File: config.mk
export PLATFORM = sky130hd
export DESIGN_NAME = pio_write_arbiter
export DESIGN_NICKNAME = d
export VERILOG_FILES = /design/src/rtl/pio_arb_pkg.sv /design/src/rtl/pio_write_arbiter_rr_pick.sv /design/src/rtl/pio_write_arbiter.sv
export SDC_FILE = /design/constraint.sdc
export NUM_CORES = 1
export LEC_CHECK = 0
export ABC_AREA = 1
export CAP_MARGIN = 40
export CELL_PAD_IN_SITES_DETAIL_PLACEMENT = 1
export CELL_PAD_IN_SITES_GLOBAL_PLACEMENT = 1
export CORE_MARGIN = 2
export CORE_UTILIZATION = 23
export DETAILED_ROUTE_END_ITERATION = 8
export HOLD_SLACK_MARGIN = 0.12
export PLACE_DENSITY_LB_ADDON = 0.1
export SYNTH_ARGS = -nofsm -noshare
export SYNTH_HDL_FRONTEND = slang
export SYNTH_SLANG_ARGS = --single-unit
File: constraint.sdc
create_clock -name clk -period 1.7 [get_ports clk]
set_input_delay 0.34 -clock clk [delete_from_list [all_inputs] [get_ports clk]]
set_output_delay 0.34 -clock clk [all_outputs]
set_load 0.005 [all_outputs]
File: src/rtl/pio_arb_pkg.sv
// Shared definitions for the PIO write arbiter: FSM states and Avalon constants.
package pio_arb_pkg;

  typedef enum logic [1:0] {
    IDLE  = 2'd0,
    WRITE = 2'd1,
    READ  = 2'd2,
    DONE  = 2'd3
  } arb_state_e;

  localparam int AV_DATA_W       = 32;
  localparam int PIO_DATA_OFFSET = 0;

endpackage

File: src/rtl/pio_write_arbiter_rr_pick.sv
// Combinational round-robin priority encoder: picks the first asserted
// request at or after rr_ptr, scanning upward and wrapping at N_REQ.
module rr_pick #(
  parameter int N_REQ = 4,
  parameter int IDX_W = $clog2(N_REQ)
) (
  input  logic [N_REQ-1:0] req,
  input  logic [IDX_W-1:0] rr_ptr,
  output logic [IDX_W-1:0] gnt_idx,
  output logic             gnt_valid
);

  // Scan offsets from farthest to nearest so the nearest asserted request wins.
  always_comb begin
    int                idx;
    logic [IDX_W-1:0]  idx_l;
    gnt_idx   = '0;
    gnt_valid = 1'b0;
    idx       = 0;
    idx_l     = '0;
    for (int k = N_REQ - 1; k >= 0; k--) begin
      idx = int'(rr_ptr) + k;
      if (idx >= N_REQ) idx = idx - N_REQ;
      idx_l = IDX_W'(idx);
      if (req[idx_l]) begin
        gnt_idx   = idx_l;
        gnt_valid = 1'b1;
      end
    end
  end

endmodule

File: src/rtl/pio_write_arbiter.sv
// Round-robin Avalon-MM master sharing one output PIO between requesters.
// Each grant performs a write, a readback and a compare, then acks the
// requester with a one-cycle pulse and a mismatch flag.
module pio_write_arbiter
  import pio_arb_pkg::*;
#(
  parameter int N_REQ    = 4,
  parameter int DATA_W   = 5,
  parameter int ADDR_W   = 2,
  parameter int PIO_ADDR = PIO_DATA_OFFSET
) (
  input  logic                      clk,
  input  logic                      reset,
  input  logic [N_REQ-1:0]          req,
  input  logic [N_REQ*DATA_W-1:0]   req_data,
  output logic [N_REQ-1:0]          ack,
  output logic                      err,
  output logic [DATA_W-1:0]         last_value,
  output logic                      busy,
  output logic [ADDR_W-1:0]         address,
  output logic                      chipselect,
  output logic                      write_n,
  output logic [AV_DATA_W-1:0]      writedata,
  input  logic [AV_DATA_W-1:0]      readdata
);

  localparam int IDX_W = $clog2(N_REQ);

  arb_state_e        state_q, state_d;
  logic [IDX_W-1:0]  g_q;
  logic [IDX_W-1:0]  rr_ptr_q;
  logic [IDX_W-1:0]  gnt_idx;
  logic              gnt_valid;
  logic [DATA_W-1:0] wdata_q;
  logic [DATA_W-1:0] rdback_q;
  logic [DATA_W-1:0] last_value_q;
  logic              mismatch;
  logic              unused_rd_hi;

  // Upper readback bits are not part of the PIO register.
  assign unused_rd_hi = ^readdata[AV_DATA_W-1:DATA_W];

  rr_pick #(
    .N_REQ (N_REQ),
    .IDX_W (IDX_W)
  ) u_pick (
    .req       (req),
    .rr_ptr    (rr_ptr_q),
    .gnt_idx   (gnt_idx),
    .gnt_valid (gnt_valid)
  );

  assign mismatch = (rdback_q != wdata_q);

  // Next-state logic: a granted transaction always takes four cycles.
  always_comb begin
    state_d = state_q;
    case (state_q)
      IDLE:    if (gnt_valid) state_d = WRITE;
      WRITE:   state_d = READ;
      READ:    state_d = DONE;
      DONE:    state_d = IDLE;
      default: state_d = IDLE;
    endcase
  end

  // Control state: FSM, round-robin pointer and last good value.
  always_ff @(posedge clk) begin
    if (reset) begin
      state_q      <= IDLE;
      rr_ptr_q     <= '0;
      last_value_q <= '0;
    end else begin
      state_q <= state_d;
      if (state_q == DONE) begin
        rr_ptr_q <= (g_q == IDX_W'(N_REQ - 1)) ? '0 : g_q + 1'b1;
        if (!mismatch) last_value_q <= wdata_q;
      end
    end
  end

  // Datapath latches: grant index and write data at grant, readback in READ.
  always_ff @(posedge clk) begin
    if (state_q == IDLE && gnt_valid) begin
      g_q     <= gnt_idx;
      wdata_q <= req_data[gnt_idx*DATA_W +: DATA_W];
    end
    if (state_q == READ) rdback_q <= readdata[DATA_W-1:0];
  end

  // Outputs decoded from registered state only, so req never reaches the bus.
  always_comb begin
    busy       = (state_q != IDLE);
    chipselect = (state_q == WRITE) || (state_q == READ);
    write_n    = (state_q != WRITE);
    address    = '0;
    writedata  = '0;
    ack        = '0;
    err        = 1'b0;
    last_value = last_value_q;
    if (chipselect) address = ADDR_W'(PIO_ADDR);
    if (state_q == WRITE) writedata = {{(AV_DATA_W-DATA_W){1'b0}}, wdata_q};
    if (state_q == DONE) begin
      ack = {{(N_REQ-1){1'b0}}, 1'b1} << g_q;
      err = mismatch;
    end
  end

endmodule

# ---- After elaboration in Yosys (flattened, before gate mapping)
# Index checks and enable logic that the tools add are counted.
dict set report classes {
  mux 26
  addsub 8
  bitwise_logic 1
  n_eq_ne 7
  n_mul 1
  n_shift 2
  reduce_logical 5
  order_cmp 8
}
# operator n
set op_table {}
lappend op_table {{2-to-1 mux 2 bit} 10}
lappend op_table {{indexed part select 20 x 6 -> 5 bit} 1}
lappend op_table {{< comparator 2 x 3 -> 1 bit, second input constant} 4}
lappend op_table {{greater-or-equal comparator 3 bit, second input constant} 3}
lappend op_table {{2-to-1 mux 1 bit} 9}
lappend op_table {{binary-select mux 1 bit (select 2 bit)} 4}
lappend op_table {{one-hot mux 2 bit (4 select lines)} 1}
lappend op_table {{subtractor 2 x 1 -> 2 bit, second input constant} 4}
lappend op_table {{adder 2 x 2 -> 3 bit, second input constant} 2}
lappend op_table {{equality test 2 bit, second input constant} 3}
lappend op_table {{multiplier 2 x 3 -> 5 bit, second input constant} 1}
lappend op_table {{2-to-1 mux 5 bit} 1}
lappend op_table {{!= test 5 bit} 1}
lappend op_table {{2-to-1 mux 4 bit} 1}
lappend op_table {{left shift 1 x 2 -> 4 bit, first input constant} 1}
lappend op_table {{adder 2 x 1 -> 3 bit, second input constant} 1}
lappend op_table {{greater-or-equal comparator 2 x 3 -> 1 bit, second input constant} 1}
lappend op_table {{adder 2 x 1 -> 2 bit, second input constant} 1}
lappend op_table {{equality test 2 x 1 -> 1 bit, second input constant} 1}
lappend op_table {{logical NOT 2 bit} 1}
lappend op_table {{!= test 2 x 1 -> 1 bit, second input constant} 1}
lappend op_table {{!= test 2 bit, second input constant} 1}
lappend op_table {{AND reduction 2 bit} 1}
lappend op_table {{nonzero test 2 bit} 1}
lappend op_table {{3 further kinds} 3}
dict set report totals {
  output_inout_bits 47
  word_cells 64
  input_bits 58
  regBits 21
}

# ---- Depth between registers and ports, before layout
dict set report depth {
  word_depth 11
  mapped_depth 13
  depth_no_buf 11
}

# ---- Hierarchy
# A second synthesis with hierarchy kept.
dict set report hier_totals {
  hier_cells 230
  area_unflattened_um2 1629.1
}
# mod cells_each instances area_each_um2 seq_area_each_um2
set by_module_without_submodules {}
lappend by_module_without_submodules {pio_write_arbiter 186 1 1403.8 540.5}
lappend by_module_without_submodules {rr_pick 44 1 225.2 0.0}

# ---- Worst setup path before layout
# No wires, ideal clock.
dict set report synth_timing {
  path_type {register to register}
  from {register rr_ptr_q[0]}
  to {register g_q[0], enable pin}
  required_time_ps 1327
  path_slack_ps 60
  path_buffers 1
  stages_incl_launch_ff 9
  period_less_slack_ps 1640
  t_arrival_ps 1267
  setup_time_ps 373
  path_cell_list {dfxtp_1 buf_6 inv_8 nand2_2 nand2_2 nand2_1 nand3_1 inv_1 a21oi_1}
}
dict set report synth_between {
  elab_chain_len 10
  elab_cells_between_ends 28
  cone_classes {add/sub (7); order compare (4); mux (16); reduce/logical (1)}
}
# element line
set synth_lines {}
lappend synth_lines {{from (decl)} pio_write_arbiter.sv:31} ;# logic [IDX_W-1:0] rr_ptr_q;
lappend synth_lines {{from (signal assigned)} pio_write_arbiter.sv:76} ;# rr_ptr_q <= (g_q == IDX_W'(N_REQ - 1)) ? '0 : g_q + 1'b1;
lappend synth_lines {{adder 2 x 2 -> 3 bit} pio_write_arbiter_rr_pick.sv:22} ;# idx = int'(rr_ptr) + k;
lappend synth_lines {{greater-or-equal comparator 3 bit or subtractor 2 x 1 -> 2 bit (tied branches)} pio_write_arbiter_rr_pick.sv:23} ;# if (idx >= N_REQ) idx = idx - N_REQ;
lappend synth_lines {{2-to-1 mux 2 bit} pio_write_arbiter_rr_pick.sv:23}
lappend synth_lines {{binary-select mux 1 bit (select 2 bit)} pio_write_arbiter_rr_pick.sv:25} ;# if (req[idx_l]) begin
lappend synth_lines {{2-to-1 mux 1 bit (not written as such)} pio_write_arbiter_rr_pick.sv:25}
lappend synth_lines {{2-to-1 mux 1 bit (3 in a row)} pio_write_arbiter_rr_pick.sv:25}
lappend synth_lines {{2-to-1 mux 1 bit (*)} pio_write_arbiter_rr_pick.sv:25}
lappend synth_lines {{logical AND 1 bit (*)} pio_write_arbiter.sv:84} ;# if (state_q == IDLE && gnt_valid) begin
lappend synth_lines {{to (signal assigned)} pio_write_arbiter.sv:85} ;# g_q <= gnt_idx;
lappend synth_lines {{to (decl)} pio_write_arbiter.sv:30} ;# logic [IDX_W-1:0] g_q;
# Mark *: on every way between the ends. The rest lies on a longest branch, timed or not. The select of a mux whose other input is x is not followed.
# A chain may end at the register's enable or synchronous reset.

# ---- Worst setup path in the final report
dict set report layout_timing {
  from {register rr_ptr_q[0]}
  to {register wdata_q[3], data pin}
}
dict set report layout_between {
  elab_chain_len 11
  elab_cells_between_ends 29
  cone_classes {add/sub (7); mul (1); order compare (4); shift (1); mux (16)}
}
# element line
set layout_lines {}
lappend layout_lines {{adder 2 x 2 -> 3 bit} pio_write_arbiter_rr_pick.sv:22}
lappend layout_lines {{greater-or-equal comparator 3 bit or subtractor 2 x 1 -> 2 bit (tied branches)} pio_write_arbiter_rr_pick.sv:23}
lappend layout_lines {{2-to-1 mux 2 bit} pio_write_arbiter_rr_pick.sv:23}
lappend layout_lines {{binary-select mux 1 bit (select 2 bit)} pio_write_arbiter_rr_pick.sv:25}
lappend layout_lines {{2-to-1 mux 1 bit (not written as such)} pio_write_arbiter_rr_pick.sv:25}
lappend layout_lines {{2-to-1 mux 2 bit (3 in a row)} pio_write_arbiter_rr_pick.sv:25}
lappend layout_lines {{2-to-1 mux 2 bit (*)} pio_write_arbiter_rr_pick.sv:25}
lappend layout_lines {{multiplier 2 x 3 -> 5 bit (*)} pio_write_arbiter.sv:86} ;# wdata_q <= req_data[gnt_idx*DATA_W +: DATA_W];
lappend layout_lines {{indexed part select 20 x 6 -> 5 bit (*)} pio_write_arbiter.sv:86}
lappend layout_lines {{to (signal assigned)} pio_write_arbiter.sv:86}
lappend layout_lines {{to (decl)} pio_write_arbiter.sv:34} ;# logic [DATA_W-1:0] wdata_q;
# Marked as above.

==> impl_metrics.tcl <==
set metrics [dict create \
    clk_pin_slew_ns 0.08 \
    ant_nets 0 \
    fmax_mhz 600 \
    start_util_pct 24.0 \
    synthCells 239 \
    cts_tree "done" \
    cts_buffers 3 \
    grt_pass1_wl_um 7030 \
    drt_wl_total_um 4650 \
    ios 105 \
    h-tree-depth 1 \
    netlist_area_mm2 0.00177 \
    die_x_um 91.7 \
    fin_skew_ns 0.00262 \
    die_area_mm2 0.00842 \
    num_antenna_cells 0 \
    ir_worst_vdd_v 0.000361 \
    hold_viol_final 0 \
    cpPeakStageDelay_ns 0.37 \
    clock_sinks 21 \
    maxCapViolCount 0 \
    finalSetupViolations 0 \
    reg2reg_to "wdata_q[3]" \
    ff2ff_path_depth 12 \
    post-route-min-period_ns 1.67 \
    grt_overflow 0 \
    syn_to_final_growth_pct 68.6 \
    antenna_found_initial 0 \
    holdPathStages 2 \
    clockBufferDepth 2 \
    ys_seq_area_share_pct 30.5 \
    core_area_mm2 0.00737 \
    r2r_setup_slack_ns 0.03 \
    ys_ff_latch 21 \
    hold_class "flip-flop to flip-flop" \
    viasPerCell 3.84 \
    hold_end "last_value[0]" \
    cp.arrival_ns 1.69 \
    tns_ns 0 \
    hold_start "last_value[0]" \
    synth_cell_types 25 \
    root_buffer "clkbuf_8" \
    regToRegStartpoint "rr_ptr_q[0]" \
    cp-end-kind "flip-flop" \
    layout_commonest_cell "inv_1" \
    route.detailed.wl_per_inst_um 10.8 \
    syn_avg_cell_area_um2 7.41 \
    post-route-period-util_pct 98.0 \
    drive_above_1_share_pct 42.0 \
    grt_start_max_net_pins 13 \
    cts_hold_buf 0 \
    seqCellArea_um2 553 \
    io_buffers 48 \
    die_h_um 91.7 \
    clk_latency_ns 0.26 \
    start_kind "flip-flop" \
    cp.required_ns 1.73 \
    drc 0 \
    cpMaxStageDelayCell "dfxtp_4" \
    slew_viol_final 0 \
    via_count 1658 \
    multiInputGateArea_mm2 0.00119 \
    ys_warn_count 0 \
    path_class "flip-flop to flip-flop" \
    placedCellCount 407 \
    nNetsFinal 401 \
    place_congestion 0.696 \
    layout_common_cells "inv_1, buf_4, clkdlybuf4s50_1" \
    fill_cells 915 \
    p_per_area_mw_per_mm2 1230 \
    dp.final_hpwl_um 3460 \
    rows 31 \
    cp_cell_sequence "buf_12 -> inv_16 -> nand2_4 -> nand2_4 -> nand2_4 -> nand3_4 -> nand2_2 -> nand2_4 -> buf_6 -> nand3_2 -> nand3_2 -> nand2_2" \
    leakage_nw 1.54 \
    first_pass_iters 4 \
    rsz0062_at_grt "yes" \
    status "finished, final reports clean" \
    crit_fanout 6 \
    final_cells 432 \
    grt_pass1_vias 1591 \
    grtUsageTotal_pct 10.2 \
    dr.first_iter.drc_count 32 \
    crit_path_frequent_cell "nand2_4" \
]
state kept, by name, summed over array words and instances (netlist names):
register,flops
g_q,2
last_value,5
state_q,2
wdata_q,5
rr_ptr_q,2
rdback_q,5
per-stage QoR:
stage	total power, mW	instance area [µm²]	utilization [%]	setup slack [ns]	hold slack (ns)
after floorplan	1.88	1880	-	0.0599	0.439
after global placement	2.62	2430	33.0	-0.384	0.488
after detailed placement	2.64	2430	33.0	-0.367	0.498
after CTS	3.14	2570	34.9	-0.196	0.522
after global routing	3.98	2990	40.5	-0.0544	0.574
final	3.67	2990	40.5	0.0346	0.515
logic make-up after synthesis:
group                    count (synthesis)  share of synthesized area [%]
AND/OR/NAND/NOR                        102                           28.9
XOR/XNOR                                 3                           1.48
AO/OA/AOI/OAI                           18                           5.94
adder cells (fa/ha/maj)                  9                           6.36
buffers and inverters                   85                           26.6
other                                    1                          0.212
flip-flops                              21                           30.5
Yosys cell counts (all sizes together):
master  number  area (µm²)
nor3         2        10.0
a21oi        6        30.0
dfxtp        9         180
buf         33         268
conb         1        3.75
nand3       29         165
edfxtp      12         360
o21ai       10        53.8
inv         52         203
nand2       57         279
a21boi       1        11.3
nor2        14        57.6
ha           9         113
o211a        1        10.0
xor2         3        26.3
repair_timing:
item / 4_1_cts / 5_1_grt
pin swaps: 7 / 35
endpoints found under the setup margin: 18 / 15
buffers inserted: 7 / 14
gates resized for setup: 45 / 76
cloned: 1 / 2
per-layer routing:
metal / routed length [µm] / vias up / track usage, %
met5: 0 / - / 0
met4: 49 / 0 / 3.36
met3: 198 / 4 / 1.40
met2: 2350 / 48 / 17.6
met1: 2060 / 747 / 13.2
li1: - / 859 / -
worst max path at each step:
| stage | from | end | slack [ns] | cells after the start |
|---|---|---|---|---|
| finish | rr_ptr_q[0] | wdata_q[3] | 0.03 | 12 |
| global route | wdata_q[0] | err | -0.05 | 6 |
| CTS | g_q[0] | ack[3] | -0.20 | 4 |
| detailed placement | req[1] | wdata_q[1] | -0.37 | 11 |
| global placement | req[3] | wdata_q[1] | -0.38 | 11 |
| floorplan | rr_ptr_q[0] | g_q[0] | 0.06 | 8 |
critical path: cells and delay by family (launching register included):
family	cells	cell delay, ns
AND/OR/NAND/NOR	9	0.69
buffers and inverters	3	0.38
flip-flops	1	0.37
where the power goes:
group	switching, mW	internal (mW)
logic	1.18	1.24
registers	0.140	0.773
clock network	0.174	0.164
total	1.50	2.18
cell type report:
class | count | area share, %
Tap cell | 99 | 4.15
Clock inverter | 1 | 0.168
Multi-Input combinational cell | 162 | 39.8
Inverter | 52 | 7.17
Clock buffer | 3 | 1.38
Timing Repair Buffer | 94 | 28.8
Sequential cell | 21 | 18.5
(Power assumes the default switching activity.)
